===== src/rtl/router_packet_tx.sv =====
// router_packet_tx
// This is the transmit end of the 13-bit router packet interface. Upstream requests
// ({payload, type, dest}) are accepted over valid/ready into a small circular queue.
// Packets are then driven to the router one at a time with a valid/ack handshake.
// A packet that is not acknowledged within TIMEOUT cycles is retried after a one-cycle
// gap. After MAX_RETRY retries it is dropped and err_timeout pulses.
//
// Ports:
//   clk, rst        clock (rising edge), asynchronous active-low reset
//   in_valid        upstream request valid
//   in_ready        queue can accept (not full)
//   in_dest         destination register address
//   in_type         packet type (2'b11 is illegal and is discarded)
//   in_payload      payload byte
//   packet          {parity, payload, type, dest}; parity makes the word even
//   pkt_valid       packet on the bus is valid
//   pkt_ack         router consumed the packet
//   err_type        one-cycle pulse when an illegal-type request is discarded
//   err_timeout     one-cycle pulse when a packet is dropped after all retries
//   sent_count      number of acknowledged packets, wraps at 255
module router_packet_tx #(
  parameter int DEPTH     = 4,
  parameter int TIMEOUT   = 8,
  parameter int MAX_RETRY = 2
) (
  input  logic        clk,
  input  logic        rst,
  input  logic        in_valid,
  output logic        in_ready,
  input  logic [1:0]  in_dest,
  input  logic [1:0]  in_type,
  input  logic [7:0]  in_payload,
  output logic [12:0] packet,
  output logic        pkt_valid,
  input  logic        pkt_ack,
  output logic        err_type,
  output logic        err_timeout,
  output logic [7:0]  sent_count
);

  localparam int AW = $clog2(DEPTH);
  localparam int CW = AW + 1;
  localparam int TW = $clog2(TIMEOUT);
  localparam int RW = $clog2(MAX_RETRY + 2);

  typedef enum logic [1:0] {IDLE, SEND, GAP} state_t;

  state_t         state, state_next;
  logic [11:0]    mem [DEPTH];
  logic [AW-1:0]  wr_ptr, rd_ptr;
  logic [CW-1:0]  count;
  logic           full, empty, accept, push, pop;
  logic [11:0]    head, next_head;

  logic [12:0]    packet_next;
  logic           valid_next;
  logic [TW-1:0]  tmo_cnt, tmo_next;
  logic [RW-1:0]  retry_cnt, retry_next;
  logic           err_timeout_next;
  logic           sent_inc;

  function automatic logic [12:0] encode(input logic [11:0] d);
    return {^d, d};
  endfunction

  assign full      = (count == CW'(DEPTH));
  assign empty     = (count == '0);
  assign in_ready  = !full;
  assign accept    = in_valid & in_ready;
  assign push      = accept & (in_type != 2'b11);
  assign head      = mem[rd_ptr];
  // The head is still in the queue while it is being sent, so the next
  // packet for a back-to-back load sits one slot past the read pointer.
  assign next_head = mem[rd_ptr + AW'(1)];

  // Queue storage. It has no reset because occupancy is tracked by count.
  always_ff @(posedge clk) begin
    if (push)
      mem[wr_ptr] <= {in_payload, in_type, in_dest};
  end

  // Queue pointers and occupancy. Both pointers wrap naturally because DEPTH is a power of 2.
  always_ff @(posedge clk or negedge rst) begin
    if (!rst) begin
      wr_ptr <= '0;
      rd_ptr <= '0;
      count  <= '0;
    end else begin
      if (push) wr_ptr <= wr_ptr + AW'(1);
      if (pop)  rd_ptr <= rd_ptr + AW'(1);
      count <= count + CW'(push) - CW'(pop);
    end
  end

  // An accepted request with the illegal type is swallowed and flagged one cycle later.
  always_ff @(posedge clk or negedge rst) begin
    if (!rst) err_type <= 1'b0;
    else      err_type <= accept & (in_type == 2'b11);
  end

  // State and transmit registers.
  always_ff @(posedge clk or negedge rst) begin
    if (!rst) begin
      state       <= IDLE;
      packet      <= '0;
      pkt_valid   <= 1'b0;
      tmo_cnt     <= '0;
      retry_cnt   <= '0;
      err_timeout <= 1'b0;
      sent_count  <= '0;
    end else begin
      state       <= state_next;
      packet      <= packet_next;
      pkt_valid   <= valid_next;
      tmo_cnt     <= tmo_next;
      retry_cnt   <= retry_next;
      err_timeout <= err_timeout_next;
      if (sent_inc) sent_count <= sent_count + 8'd1;
    end
  end

  // Next-state logic. In SEND, an ack takes priority over a timeout in the same cycle.
  // When the head has just been popped and another entry remains, that entry is loaded
  // straight away so pkt_valid stays high with no idle cycle.
  always_comb begin
    state_next       = state;
    packet_next      = packet;
    valid_next       = pkt_valid;
    tmo_next         = tmo_cnt;
    retry_next       = retry_cnt;
    err_timeout_next = 1'b0;
    sent_inc         = 1'b0;
    pop              = 1'b0;
    case (state)
      IDLE: begin
        if (!empty) begin
          state_next  = SEND;
          packet_next = encode(head);
          valid_next  = 1'b1;
          tmo_next    = '0;
        end
      end
      SEND: begin
        if (pkt_ack) begin
          pop        = 1'b1;
          sent_inc   = 1'b1;
          retry_next = '0;
          if (count > CW'(1)) begin
            packet_next = encode(next_head);
            tmo_next    = '0;
          end else begin
            state_next = IDLE;
            valid_next = 1'b0;
          end
        end else if (tmo_cnt == TW'(TIMEOUT - 1)) begin
          valid_next = 1'b0;
          if (retry_cnt < RW'(MAX_RETRY)) begin
            retry_next = retry_cnt + RW'(1);
            state_next = GAP;
          end else begin
            pop              = 1'b1;
            err_timeout_next = 1'b1;
            retry_next       = '0;
            state_next       = IDLE;
          end
        end else begin
          tmo_next = tmo_cnt + TW'(1);
        end
      end
      GAP: begin
        state_next = SEND;
        valid_next = 1'b1;
        tmo_next   = '0;
      end
      default: begin
        state_next = IDLE;
        valid_next = 1'b0;
      end
    endcase
  end

endmodule


===== config.mk =====
export PLATFORM = sky130hd
export DESIGN_NAME = router_packet_tx
export DESIGN_NICKNAME = d
export VERILOG_FILES = /design/src/rtl/router_packet_tx.sv
export SDC_FILE = /design/constraint.sdc
export NUM_CORES = 1
export LEC_CHECK = 0
export ABC_CLOCK_PERIOD_IN_PS = 3050
export CORE_ASPECT_RATIO = 1.25
export CORE_MARGIN = 4
export CORE_UTILIZATION = 57
export DETAILED_ROUTE_END_ITERATION = 12
export PLACE_DENSITY = 0.8
export SLEW_MARGIN = 10
export SYNTH_ARGS = -nofsm -noshare
export SYNTH_HDL_FRONTEND = slang
export SYNTH_SLANG_ARGS = --single-unit

===== constraint.sdc =====
create_clock -name clk -period 3.05 [get_ports clk]
set_input_delay 0.915 -clock clk [delete_from_list [all_inputs] [get_ports clk]]
set_output_delay 0.915 -clock clk [all_outputs]
set_load 0.03 [all_outputs]

==> results.yml, run 1 <==
timing:
  grt_setup_unrepaired: "false"
  fin_skew_ps: 9.96
  worst_pin_slew_ps: 831
  fmax_ghz: 0.365
  slew_headroom_pct: 44.6
  hold-worst-slack_ps: 473
  timing.final.crit_share_pct: 89.8
  timing.final.crit_period_ps: 2740
  setup_viol: 0
  final-max-slew-violation-count: 0
  hold_viol: 0
  fin_setup_tns_ps: 0
drt:
  antenna_left: 0
  vias: 2381
  drtPass1Iterations: 4
  vias_per_cell: 5.58
  drt-initial-drc-count: 82
  drcViolationCount: 0
  wl_mm: 6.93
  wl_per_cell_um: 16.2
global_route:
  grt_max_degree: 39
  grt_usage_pct: 17.6
  globalRouteMet3Util_pct: 3.92
  grt_busiest_layer: "met2"
  antenna_found_initial: 0
  grt_pass1_wl_mm: 11.8
  grt_overflow_total: 0
  use_met2_pct: 30.9
  gr-usage-met1_pct: 21.0
  grt_pass1_vias: 2464
placed_design:
  placement.io_buffers: 40
  place.detailed.hpwl_mm: 5.10
  place_inst: 411
  place_congestion: 0.753
die:
  chipWidth_um: 84.1
  coreArea_um2: 7020
  die_h_um: 103
  rows: 34
  dieArea_um2: 8670
  io_pins: 41
  start_util_pct: 58.8
final_layout:
  area_growth_pct: 18.3
  num_antenna_cells: 0
  fin_cells: 427
  final_nets: 359
  drive_gt1_share_pct: 14.5
yosys:
  syn-cell-area_um2: 4130
  syn_avg_cell_area_um2: 14.7
  synthTopCellsByArea: "edfxtp_1 (35%), dfrtp_1 (23%), mux4_1 (7.6%)"
  synthFlopType: "edfxtp_1"
  synth_nets: 308
  ys_seq_elements: 86
  ys_warn_count: 0
  netlist.area_leader.share_pct: 34.9
  ys_types: 35
  synth.largest_area_cell: "edfxtp_1"
  synth_edf_count: 48
  post-synth-top-count-cell: "edfxtp_1"
  synth_cells: 281
  yosysSeqAreaShare_pct: 58.0
  synthArstFlopShare_pct: 44.2
  synthTopCellsByCount: "edfxtp_1 (48), dfrtp_1 (38), nand2_1 (33)"
critical_path:
  cpLargestDelayFamily: "buffers and inverters"
  cp.arrival_ps: 1820
  path_buf_inv: 1
  path_max_fanout: 6
  setup.worst_path.start_class: "register"
  crit_slowest_cell: "clkdlybuf4s50_1"
  crit_chain: "or3_1, clkdlybuf4s50_1"
  cp_slowest_stage_delay_ps: 620
  setup.worst_path.end_class: "primary output"
  cp_data_required_time_ps: 2130
  critical_path_class: "reg2out"
cts:
  cts_hold_buf: 0
  cts_tree: "built"
  cts_max_level: 3
  clk_latency_ps: 350
  numCtsBuffers: 9
  clock_sinks: 86
  cts_buffer_depth: 2
  root_buffer: "clkbuf_8"
  path_clk_slew_ps: 90
  post_cts_resized: 0
  cts_setup_buffers: 0
power:
  clkPwrFrac_pct: 15.8
  pwr-share-comb_pct: 52.9
  switchingPower_uw: 2040
  ir_drop_mv: 0.596
  seq_power_share_pct: 31.4
  p_int_uw: 3630
  switching_share_pct: 36.0
  p_leak_uw: 0.00193
  power_density_nw_per_um2: 1160
job:
  cap_violations: 0
hold_path:
  hold_class: "reg2reg"
run_status:
  status: "finished clean"
[per-stage QoR]
step | instance area (um2) | power, uW | worst slack [ps] | utilization [%]
6_report | 4880 | 5670 | 312 | 69.5
5_1_grt | 4880 | 6020 | 231 | 69.5
4_1_cts | 4880 | 5730 | 283 | 69.5
3_5_place_dp | 4650 | 4830 | 146 | 66.3
3_3_place_gp | 4650 | 4730 | 227 | 66.3
2_1_floorplan | 4130 | 4110 | 539 | -
[power by group through the flow]
stage | Combinational, uW | Sequential [uW] | Clock (uW)
after detailed placement | 3010 | 1810 | 0
after global placement | 2940 | 1790 | 0
final | 3000 | 1780 | 895
after CTS | 3030 | 1790 | 912
after global routing | 3250 | 1830 | 952
after floorplan | 2100 | 2010 | 0
[state kept, by name (all words and copies together), names as in the netlist]
name and count:
rd_ptr 2, wr_ptr 2, count 3, err_timeout 1
packet 13, pkt_valid 1, sent_count 8, state 2
retry_cnt 2, mem 48, tmo_cnt 3, err_type 1
[routing by layer]
metal	vias to the layer above	share of wire [%]	routed length, um
met5	-	0	0
met1	1179	42	2900
met3	11	3.9	272
li1	1141	-	-
met4	0	2.1	147
met2	50	52	3610
[kinds of logic after synthesis]
family / synth area share, %
simple gates: 7.52
buf+inv: 3.49
mux: 15.3
compound gates: 4.13
fa+ha+maj: 3.52
xor+xnor: 8.01
flops: 58.0
[layout make-up]
class	instances	area (um2)
inverters	12	45.0
repair buffers	53	505
clock buffers	9	124
clock inverters	7	106
flip-flops and latches	86	2390
multi-input cells	170	1600
well taps	90	113
fillers	488	2140
[worst reg2reg max path, cell delays in order, from the launching register on]
cell and delay (ps):
dfrtp_1 330, buf_4 360, mux4_1 680, xor2_1 200, xnor2_1 130, xnor3_1 360, mux2i_1 80, mux2_4 260
[path summary, 6_finish.rpt]
check | cells past startpoint | from | slack [ps] | endpoint
worst max register to register | 7 | rd_ptr[1] | 550 | packet[12]
worst min-delay path | 1 | sent_count[7] | 470 | sent_count[7]
worst min register to register | 1 | sent_count[7] | 470 | sent_count[7]
max in group asynchronous | 1 | rst | 1870 | rd_ptr[1]
worst max-delay path | 2 | count[0] | 310 | in_ready
min in group asynchronous | 1 | rst | 650 | pkt_valid
[layout by cell type (no fill, tap or decap), types with 5 or more instances in the layout]
| cell | synthesis | routed |
|---|---|---|
| dfrtp_1 | 38 | 38 |
| xnor2_1 | 21 | 21 |
| nand2_1 | 33 | 33 |
| nor2_1 | 20 | 20 |
| and2_1 | 5 | 5 |
| xor2_1 | 6 | 6 |
| edfxtp_1 | 48 | 48 |
| clkdlybuf4s50_1 | 0 | 39 |
| a31oi_1 | 12 | 12 |
| mux4_2 | 12 | 12 |
| ha_1 | 10 | 10 |
| o21ai_0 | 5 | 5 |
| buf_4 | 1 | 12 |
| inv_1 | 12 | 12 |
| mux4_1 | 12 | 12 |
| clkbuf_8 | 0 | 9 |
Note: power is estimated with default switching activity, not from simulation.
==> run 2, diff against run 1 <==
- ABC_CLOCK_PERIOD_IN_PS: 3050 -> unset
- clock period: 3.05 -> 3 ns (I/O delays scaled with it)
==> results.yml, run 2 (synthesis results as in run 1) <==
run_status:
  status: "finished clean"
cts:
  cts_tree: "built"
  cts_max_level: 3
  cts_setup_buffers: 0
  cts_buffer_depth: 2
  numCtsBuffers: 9
  path_clk_slew_ps: 90
  root_buffer: "clkbuf_8"
  clock_sinks: 86
  cts_hold_buf: 0
  clk_latency_ps: 350
  post_cts_resized: 0
timing:
  final-max-slew-violation-count: 0
  setup_ws_ps: 250
  fmax_ghz: 0.364
  setup_viol: 0
  slew_headroom_pct: 44.6
  worst_pin_slew_ps: 832
  hold_viol: 0
  timing.final.crit_period_ps: 2750
  timing.final.crit_share_pct: 91.7
  grt_setup_unrepaired: "false"
  fin_skew_ps: 6.05
  fin_setup_tns_ps: 0
drt:
  maxUsedRoutingLayer: "met4"
  dr_wl_met2_mm: 3.77
  antenna_left: 0
  vias: 2401
  drcViolationCount: 0
  route.met3.wl_um: 240
  wl_per_cell_um: 16.5
  vias_per_cell: 5.60
  drtPass1Iterations: 4
  drt-initial-drc-count: 60
  wl_mm: 7.09
  m1WireLength_mm: 2.93
critical_path:
  critical_path_class: "reg2out"
  regToRegStartpoint: "rd_ptr[1]"
  cpLargestDelayFamily: "buffers and inverters"
  path_max_fanout: 6
  rrSetupSlack_ps: 510
  cp_data_required_time_ps: 2100
  setup.worst_path.end_class: "primary output"
  setup.worst_path.start_class: "register"
  crit_slowest_cell: "clkdlybuf4s50_1"
  reg2reg_depth: 7
  r2r-end: "packet[12]"
  crit_chain: "or3_1, clkdlybuf4s50_1"
  cp.arrival_ps: 1850
  cp_slowest_stage_delay_ps: 630
  path_buf_inv: 1
power:
  pwr-share-comb_pct: 53.9
  clkPwrFrac_pct: 14.1
  switchingPower_uw: 2050
  p_leak_uw: 0.00192
  ir_drop_mv: 0.633
  seq_power_share_pct: 32.0
  power_density_nw_per_um2: 1160
  switching_share_pct: 36.2
  p_int_uw: 3610
die:
  dieArea_um2: 8670
  rows: 34
  coreArea_um2: 7020
  io_pins: 41
  die_h_um: 103
  chipWidth_um: 84.1
  start_util_pct: 58.8
placed_design:
  place.detailed.hpwl_mm: 5.26
  place_congestion: 0.745
  placement.io_buffers: 40
  preCtsSetupSlack_ps: 66.8
hold_path:
  min_from: "sent_count[7]"
  hold_path_depth: 1
  hold_class: "reg2reg"
  worstHoldEndpoint: "sent_count[7]"
final_layout:
  regMostFlops: "mem"
  biggestRegsByFlops: "mem x48, packet x13, sent_count x8"
  drive_gt1_share_pct: 14.7
  largest_reg_flops: 48
  num_antenna_cells: 0
  final_common_cell: "edfxtp_1"
  area_growth_pct: 17.9
  final_nets: 361
  final_cell_mix: "edfxtp_1 (48), clkdlybuf4s50_1 (39), dfrtp_1 (38)"
global_route:
  antenna_found_initial: 0
  grt_overflow_total: 0
  grt_pass1_wl_mm: 11.7
  grt_pass1_vias: 2483
  grt_max_degree: 39
  grt_usage_pct: 17.6
job:
  cap_violations: 0
## run 2: cell types whose count changed in the layout (fill, tap and decap cells not counted), sizes merged
cell	before	now
clkinvlp	0	3
buf	14	16
clkbuf	9	10
clkinv	3	1
inv	14	13
bufinv	2	1
## run 2: power groups by stage
stage	combinational [uW]	sequential (uW)	clock (uW)
after floorplan	2140	2040	0
after global placement	3000	1820	0
after detailed placement	3080	1840	0
after CTS	3090	1820	824
after global routing	3300	1860	867
final	3050	1810	800
## run 2: worst max-delay path by stage
stage,start,to,slack [ps],cells past startpoint
2_1_floorplan,in_valid,count[2],500,9
3_3_place_gp,in_type[0],count[2],190,9
3_5_place_dp,in_type[0],count[2],70,9
4_1_cts,count[0],in_ready,230,2
5_1_grt,count[0],in_ready,190,2
6_report,count[0],in_ready,250,2
## run 2: per-layer routing
| layer | up-vias | track usage [%] |
|---|---|---|
| met5 | - | 0 |
| met1 | 1194 | 19.6 |
| met2 | 49 | 33.1 |
| met4 | 0 | 6.56 |
| met3 | 17 | 3.76 |
| li1 | 1141 | - |
## run 2: area by class of cell
cell class                 count  area, um2
sequential                    86       2390
fill                         497       2160
multi-input combinational    170       1600
timing repair buffer          55        520
clock buffer                  10        128
tap                           90        113
clock inverter                 6       70.1
inverter                      12       45.0
## run 2: per-stage QoR
| stage | utilization, % | instance area, um2 | std cells | hold slack [ps] | total power [uW] |
|---|---|---|---|---|---|
| 3_3_place_gp | 66.5 | 4670 | 413 | 464 | 4820 |
| 4_1_cts | 69.3 | 4860 | 429 | 478 | 5730 |
| 6_report | 69.3 | 4860 | 429 | 472 | 5660 |
| 3_5_place_dp | 66.5 | 4670 | 413 | 463 | 4920 |
| 5_1_grt | 69.3 | 4860 | 429 | 513 | 6020 |
| 2_1_floorplan | - | 4130 | 281 | 477 | 4180 |
==> run 3, diff against run 2 <==
- CAP_MARGIN: unset -> 10
- CORE_UTILIZATION: 57 -> 51
- PLACE_DENSITY: 0.8 -> 0.73
==> results.yml, run 3 (synthesis results as in run 1) <==
die:
  coreArea_um2: 7840
  rows: 36
  io_pins: 41
  die_h_um: 109
  start_util_pct: 52.6
  dieArea_um2: 9600
  chipWidth_um: 88.4
critical_path:
  cp_data_required_time_ps: 2100
  setup.worst_path.start_class: "register"
  setup.worst_path.end_class: "primary output"
  path_max_fanout: 4
  reg2reg_depth: 7
  cp.arrival_ps: 1810
  critical_path_class: "reg2out"
timing:
  final-max-slew-violation-count: 0
  timing.final.crit_share_pct: 90.3
  hold-worst-slack_ps: 476
  setup_ws_ps: 292
  grt_setup_unrepaired: "false"
  setup_viol: 0
  worst_pin_slew_ps: 827
  fin_skew_ps: 10.7
  slew_headroom_pct: 44.9
  timing.final.crit_period_ps: 2710
  hold_viol: 0
  fin_setup_tns_ps: 0
  fmax_ghz: 0.369
final_layout:
  fillers: 607
  regMostFlops: "mem"
  biggestRegsByFlops: "mem x48, packet x13, sent_count x8"
  final_common_cell: "edfxtp_1"
  final_nets: 360
  num_antenna_cells: 0
  drive_gt1_share_pct: 14.8
  final_cell_mix: "edfxtp_1 (48), clkdlybuf4s50_1 (39), dfrtp_1 (38)"
  area_growth_pct: 18.3
  largest_reg_flops: 48
  final_area_um2: 4880
  fin_cells: 433
placed_design:
  place_inst: 417
  place.detailed.hpwl_mm: 5.06
  placement.io_buffers: 40
  place_congestion: 0.740
  preCtsSetupSlack_ps: 166
  place_area_um2: 4680
global_route:
  antenna_found_initial: 0
  grt_usage_pct: 17.0
  grt_max_degree: 39
  grt_pass1_wl_mm: 12.1
  grt_overflow_total: 0
  grt_pass1_vias: 2486
cts:
  root_buffer: "clkbuf_8"
  cts_max_level: 3
  clock_sinks: 86
  cts_tree: "built"
  cts_hold_buf: 0
  cts_setup_buffers: 0
  numCtsBuffers: 9
  clk_latency_ps: 360
  cts_buffer_depth: 2
  post_cts_resized: 0
  path_clk_slew_ps: 90
drt:
  vias_per_cell: 5.49
  wl_mm: 7.12
  drtPass1Iterations: 4
  drcViolationCount: 0
  drt-initial-drc-count: 91
  vias: 2377
  wl_per_cell_um: 16.4
  antenna_left: 0
hold_path:
  hold_class: "reg2reg"
  hold_path_depth: 1
power:
  p_leak_uw: 0.00193
  power_density_nw_per_um2: 1170
  ir_drop_mv: 0.778
job:
  cap_violations: 0
run_status:
  status: "finished clean"
[run 3: changes by cell type in the layout (fill, tap and decap cells not counted)]
cell and change:
clkinvlp_4 -3, inv_6 +3, buf_4 -2, buf_12 +1
clkbuf_1 -1, clkinv_2 +1
[run 3: metal layers]
metal  GRT usage (%)  vias to the layer above  part of all wire [%]
met4            6.80                        0                   2.1
li1                -                     1133                     -
met5               0                        -                     0
met2            28.0                       52                    52
met1            21.3                     1180                    41
met3            4.27                       12                   4.5
[run 3: final cells by class]
| class | count | area (um2) | share of cell area (%) |
|---|---|---|---|
| multi-input combinational | 170 | 1600 | 32.7 |
| timing repair buffer | 54 | 526 | 10.8 |
| inverter | 12 | 45.0 | 0.923 |
| tap | 95 | 119 | 2.44 |
| clock buffer | 9 | 124 | 2.54 |
| clock inverter | 7 | 78.8 | 1.62 |
| sequential | 86 | 2390 | 49.0 |
[run 3: path summary, 6_finish.rpt]
check,start,endpoint,slack (ps)
min in group asynchronous,rst,pkt_valid,630
worst max register to register,rd_ptr[1],packet[12],590
worst min register to register,sent_count[7],sent_count[7],480
worst min-delay path,sent_count[7],sent_count[7],480
worst max-delay path,count[1],in_ready,290
max in group asynchronous,rst,sent_count[3],1840
[run 3: metrics by stage]
stage	total power [uW]	util [%]
floorplan	4180	-
global placement	4840	59.7
detailed placement	4930	59.7
CTS	5780	62.3
global route	6120	62.3
finish	5710	62.3
[run 3: worst max-delay path: stages (launching register included)]
cell	delay, ps
dfrtp_1	440
or3_1	410
clkdlybuf4s50_1	600
[run 3: where the power goes]
group	internal, uW	switching [uW]
clock	396	432
combinational	1650	1430
sequential	1590	216
total	3630	2080
